--- src/rtl/cp0_vec_irq.sv ---
// Coprocessor-0 for the pipelined MIPS core: edge-triggered vectored interrupts,
// Status/Cause/EPC/EHBR registers and a COUNT/COMPARE timer interrupt.
module cp0_vec_irq #(
  parameter int unsigned NUM_IRQ  = 4,
  parameter int unsigned DATA_W   = 32,
  parameter int unsigned TIMER_EN = 1
) (
  input  logic              clk,
  input  logic              rst,
  input  logic [1:0]        oper,
  input  logic [4:0]        addr_r,
  output logic [DATA_W-1:0] data_r,
  input  logic [4:0]        addr_w,
  input  logic [DATA_W-1:0] data_w,
  input  logic              ir_en,
  input  logic [NUM_IRQ-1:0] ir_in,
  input  logic [DATA_W-1:0] ret_addr,
  output logic              jump_en,
  output logic [DATA_W-1:0] jump_addr,
  output logic              in_handler,
  output logic              irq_pending
);

  localparam int unsigned CODE_W  = 5;
  localparam int unsigned IRQ_LSB = 8;
  localparam int unsigned TBIT    = IRQ_LSB + NUM_IRQ;
  localparam bit          TIMER_ON = (TIMER_EN != 0);

  localparam logic [4:0] A_COUNT   = 5'd9;
  localparam logic [4:0] A_COMPARE = 5'd11;
  localparam logic [4:0] A_STATUS  = 5'd12;
  localparam logic [4:0] A_CAUSE   = 5'd13;
  localparam logic [4:0] A_EPC     = 5'd14;
  localparam logic [4:0] A_EHBR    = 5'd15;

  localparam logic [1:0] OP_MTC0 = 2'b10;
  localparam logic [1:0] OP_ERET = 2'b11;

  logic [DATA_W-1:0]  count_q, compare_q, epc_q, ehbr_q;
  logic               ie_q, exl_q;
  logic [NUM_IRQ-1:0] mask_q, pend_q, ir_prev_q;
  logic               tmask_q, tpend_q;
  logic [CODE_W-1:0]  code_q;
  logic               jump_en_q;
  logic [DATA_W-1:0]  jump_addr_q;

  logic               is_eret, is_mtc0;
  logic               wr_count, wr_compare, wr_status, wr_cause, wr_epc, wr_ehbr;
  logic [NUM_IRQ:0]   act;
  logic               take;
  logic               timer_hit;
  logic [NUM_IRQ-1:0] rise, w1c_irq;
  logic [CODE_W-1:0]  sel_idx;

  assign is_eret    = (oper == OP_ERET);
  assign is_mtc0    = (oper == OP_MTC0);
  assign wr_count   = is_mtc0 && (addr_w == A_COUNT);
  assign wr_compare = is_mtc0 && (addr_w == A_COMPARE);
  assign wr_status  = is_mtc0 && (addr_w == A_STATUS);
  assign wr_cause   = is_mtc0 && (addr_w == A_CAUSE);
  assign wr_epc     = is_mtc0 && (addr_w == A_EPC);
  assign wr_ehbr    = is_mtc0 && (addr_w == A_EHBR);

  // Timer sits just above the external lines, so it naturally gets lowest priority.
  assign act         = {tpend_q & tmask_q, pend_q & mask_q};
  assign irq_pending = |act;
  assign take        = ir_en && ie_q && !exl_q && (|act) && !is_eret && !is_mtc0;
  assign timer_hit   = TIMER_ON && (compare_q != '0) && (count_q == compare_q);
  assign rise        = ir_in & ~ir_prev_q;
  assign w1c_irq     = wr_cause ? data_w[IRQ_LSB +: NUM_IRQ] : '0;

  // Lowest set index wins.
  always_comb begin
    sel_idx = CODE_W'(NUM_IRQ);
    for (int i = NUM_IRQ - 1; i >= 0; i--) begin
      if (act[i]) sel_idx = CODE_W'(i);
    end
  end

  always_ff @(posedge clk) begin
    if (rst) begin
      count_q     <= '0;
      compare_q   <= '0;
      epc_q       <= '0;
      ehbr_q      <= '0;
      ie_q        <= 1'b0;
      exl_q       <= 1'b0;
      mask_q      <= '0;
      pend_q      <= '0;
      ir_prev_q   <= '0;
      tmask_q     <= 1'b0;
      tpend_q     <= 1'b0;
      code_q      <= '0;
      jump_en_q   <= 1'b0;
      jump_addr_q <= '0;
    end else begin
      ir_prev_q   <= ir_in;
      jump_en_q   <= is_eret || take;
      jump_addr_q <= is_eret ? epc_q : (take ? ehbr_q : '0);

      count_q <= wr_count ? data_w : count_q + DATA_W'(1);
      if (wr_compare) compare_q <= data_w;
      if (wr_ehbr)    ehbr_q    <= data_w;

      if (wr_epc)    epc_q <= data_w;
      else if (take) epc_q <= ret_addr;

      if (wr_status) begin
        ie_q    <= data_w[0];
        mask_q  <= data_w[IRQ_LSB +: NUM_IRQ];
        tmask_q <= data_w[TBIT];
      end

      if (is_eret)        exl_q <= 1'b0;
      else if (wr_status) exl_q <= data_w[1];
      else if (take)      exl_q <= 1'b1;

      if (take) code_q <= sel_idx;

      // A new edge beats a same-cycle W1C of the same bit.
      pend_q <= (pend_q & ~w1c_irq) | rise;

      if (wr_compare)                   tpend_q <= 1'b0;
      else if (timer_hit)               tpend_q <= 1'b1;
      else if (wr_cause && data_w[TBIT]) tpend_q <= 1'b0;
    end
  end

  assign jump_en    = jump_en_q;
  assign jump_addr  = jump_addr_q;
  assign in_handler = exl_q;

  // Read port shows pre-edge state; no write bypass.
  always_comb begin
    data_r = '0;
    case (addr_r)
      A_COUNT:   data_r = count_q;
      A_COMPARE: data_r = compare_q;
      A_STATUS: begin
        data_r[0]                  = ie_q;
        data_r[1]                  = exl_q;
        data_r[IRQ_LSB +: NUM_IRQ] = mask_q;
        data_r[TBIT]               = tmask_q;
      end
      A_CAUSE: begin
        data_r[6:2]                = code_q;
        data_r[IRQ_LSB +: NUM_IRQ] = pend_q;
        data_r[TBIT]               = tpend_q;
      end
      A_EPC:     data_r = epc_q;
      A_EHBR:    data_r = ehbr_q;
      default:   data_r = '0;
    endcase
  end

endmodule

--- config.mk ---
export PLATFORM = sky130hd
export DESIGN_NAME = cp0_vec_irq
export DESIGN_NICKNAME = d
export VERILOG_FILES = /design/src/rtl/cp0_vec_irq.sv
export SDC_FILE = /design/constraint.sdc
export NUM_CORES = 1
export LEC_CHECK = 0
export BUFFER_PORTS_ARGS = -buffer_cell sky130_fd_sc_hd__buf_2
export CORE_MARGIN = 3
export CORE_UTILIZATION = 45
export CTS_CLUSTER_DIAMETER = 80
export DETAILED_ROUTE_END_ITERATION = 8
export PLACE_DENSITY = 0.76
export SLEW_MARGIN = 10
export SYNTH_ARGS = -nofsm -noshare
export SYNTH_HDL_FRONTEND = slang
export SYNTH_SLANG_ARGS = --single-unit
--- constraint.sdc ---
create_clock -name clk -period 5.67 [get_ports clk]
set_input_delay 0.2835 -clock clk [delete_from_list [all_inputs] [get_ports clk]]
set_output_delay 0.2835 -clock clk [all_outputs]
set_load 0.05 [all_outputs]
==> metrics <==
status=completed; Max Fclk=0.340 GHz; die width=around 140 µm; leading register cell type out of synthesis=dfxtp_1; dpl ws=2.71 ns; crit share post-route=51.9%; Top Usage Layer GRT=met2; sequential cell area=3600 µm²; Arr. time, crit path=2.66 ns; Boundary Pins=150; root buffer cell=clkbuf_16; area fraction of the dominant cell type after synthesis=42.4%; Antenna diodes=0; Synth Instances=1,064; area grow syn2layout=16.2%; vias in the first global route=7,582; CTS Hold Buffers Added=0; CP Cell Sequence=buf_2 -> and4b_1 -> and2_0 -> buf_4 -> a21o_1 -> buf_2; Initial Util=about 47%; Max-cap violations=0; post_cts resized=0; area of the die=20,600 µm²; Filler cells=1,741; Hold Path Class=primary input to flop; Tot GR Track Use=24.5%; critical path fanouts, max=17; clock tree buffer depth=2; Die Y=roughly 140 µm; Total Wirelength=25,500 µm; synth unique cells=47; Core Box Area=18,300 µm²; VDD IR max=between 200 and 250 µV; Final nets=around 1,200; initial antenna violation count=0; required time worst endpoint=between 5 and 6 ns; Fin. Hold Viols=0; CTS H-tree lvls=4; Top delay family on crit path=simple AND/OR/NAND/NOR gates; first-pass GRT wire length=40,400 µm; share of layout cells above drive strength 1=18.0%; CTS sink count=180; vias per cell=5.91; post-DP HPWL=16,300 µm; power per cell area=~270 nW/µm²; Post-synth EDFFs=0; post-synthesis async set-or-reset flop share=0%; CTS Buf Count=17; final antenna-violating net count=0; Setup violations, final=0; met1 global-route usage=32.8%; Setup crit end kind=output pin; GRT met2 Usage=39.6%; highest-delay cell along the critical path=and4b_1; synth warn=0; Post-Syn Area per Cell=between 7 and 8 µm²; Worst path most repeated cell=buf_2; final count of pins violating max slew=0; RSZ-0062 raised after global routing=no; Leak=3.61 nW; CTS tree=yes; area of the multi-input gates=4530 µm²; Post-CTS Setup Repair Bufs=0; grt ovf=0; synth top area cells=dfxtp_1 (42%), nand2_1 (9.1%), a21oi_1 (7.1%), xnor2_1 (5.8%), nor2_1 (5.1%); Worst-Margin Slew=1.03 ns; Worst Skew=0.00734 ns; commonest non-fill, non-tap cell in the layout=nand2_1; Seq/Total Area, Yosys=42.4%; CP Class=primary input to output pin; Wirelength per Cell=18.4 µm; Seq cells post-synth=180; startpoint type of the worst setup path=primary input; relative slew slack=a little under a third; Period minus WS final=2.94 ns; TritonRoute pass-1 iters=9; Cell Area, Synth=8500 µm²; port bufs=149; Clk Latency, worst-skew pair=about 0.44 ns; largest area contributor in the netlist=dfxtp_1; final worst slack=2.73 ns; Residual DRC=0; Post-Syn Nets=between 1,000 and 1,500; met3 usage=4.59%; Slowest Stage Delay on Critical Path=between 0.7 and 0.8 ns; clock slew at reported path FFs=0.06 ns; GPL Wtd Cong=0.875; row count=49; Vias=8,214; initial drt markers=901; most frequent cells in the layout=nand2_1 (204), dfxtp_1 (180), buf_2 (148), a21oi_1 (120), nor2_1 (115); Worst Path Buf+Inv=3; setup TNS=0 ns; largest net degree at the start of global routing=97
flip-flops by register name, indices dropped and copies added, names as in the netlist:
name        flops
jump_en         1
in_handler      1
jump_addr      32
mask_q          4
code_q          3
ir_prev_q       4
tmask_q         1
pend_q          4
compare_q      32
epc_q          32
tpend_q         1
ehbr_q         32
ie_q            1
count_q        32
per-layer routing:
| layer | share of wire, % | vias to the layer above |
|---|---|---|
| met5 | 0 | - |
| met4 | 1.8 | 0 |
| met3 | 8.0 | 41 |
| met2 | 47 | 351 |
| met1 | 43 | 3888 |
| li1 | - | 3934 |
final timing paths:
check	end	startpoint	depth (start not counted)	slack, ns
max reg2reg	epc_q[15]	in_handler	5	3.13
min reg2reg	code_q[1]	code_q[1]	2	0.47
min	ir_prev_q[0]	ir_in[0]	2	0.07
max	data_r[1]	addr_r[4]	6	2.73
per-stage QoR:
step,cells,hold slack [ns],power (mW),cell area (µm²),utilization (%)
global route,1389,0.100,2.75,9880,54.1
floorplan,1064,0.412,1.44,8500,-
detailed placement,1358,0.464,1.52,9300,50.9
finish,1389,0.0718,2.67,9880,54.1
global placement,1358,0.451,1.52,9300,50.9
CTS,1389,0.0609,2.68,9870,54.0
cell type report:
cell class	instances	share of cell area, %
multi-input combinational	775	45.8
sequential	180	36.5
timing repair buffer	160	8.41
clock buffer	20	4.52
tap	229	2.90
clock inverter	11	1.32
inverter	14	0.532
cells in the mapped netlist (5+ instances only):
| library cell | instances |
|---|---|
| buf_1 | 7 |
| buf_2 | 10 |
| inv_1 | 14 |
| nor4_1 | 11 |
| a211oi_1 | 32 |
| a21oi_1 | 120 |
| nor2_1 | 116 |
| a311oi_1 | 33 |
| a21o_1 | 24 |
| nor3_1 | 10 |
| nand4_1 | 16 |
| a222oi_1 | 13 |
| nor4_2 | 5 |
| nand3_1 | 8 |
| a22oi_1 | 56 |
| clkbuf_1 | 77 |
| o21ai_0 | 5 |
| xnor2_1 | 56 |
| nand2_1 | 206 |
| mux2i_1 | 12 |
| nor2b_1 | 6 |
| dfxtp_1 | 180 |
| a221oi_1 | 5 |
| xor2_1 | 5 |
where the power goes:
group	leakage [nW]	internal (mW)	switching [mW]
logic	1.89	0.0627	0.141
clock network	0.269	0.661	0.516
registers	1.45	1.28	0.0130
kinds of logic after synthesis:
logic type	synth area share, %
XOR/XNOR	6.28
multiplexers	1.41
adder cells (fa/ha/maj)	0.147
buffers and inverters	5.05
flip-flops	42.4
AO/OA/AOI/OAI	23.4
AND/OR/NAND/NOR	21.3
Note: power is estimated with default switching activity, not from simulation.
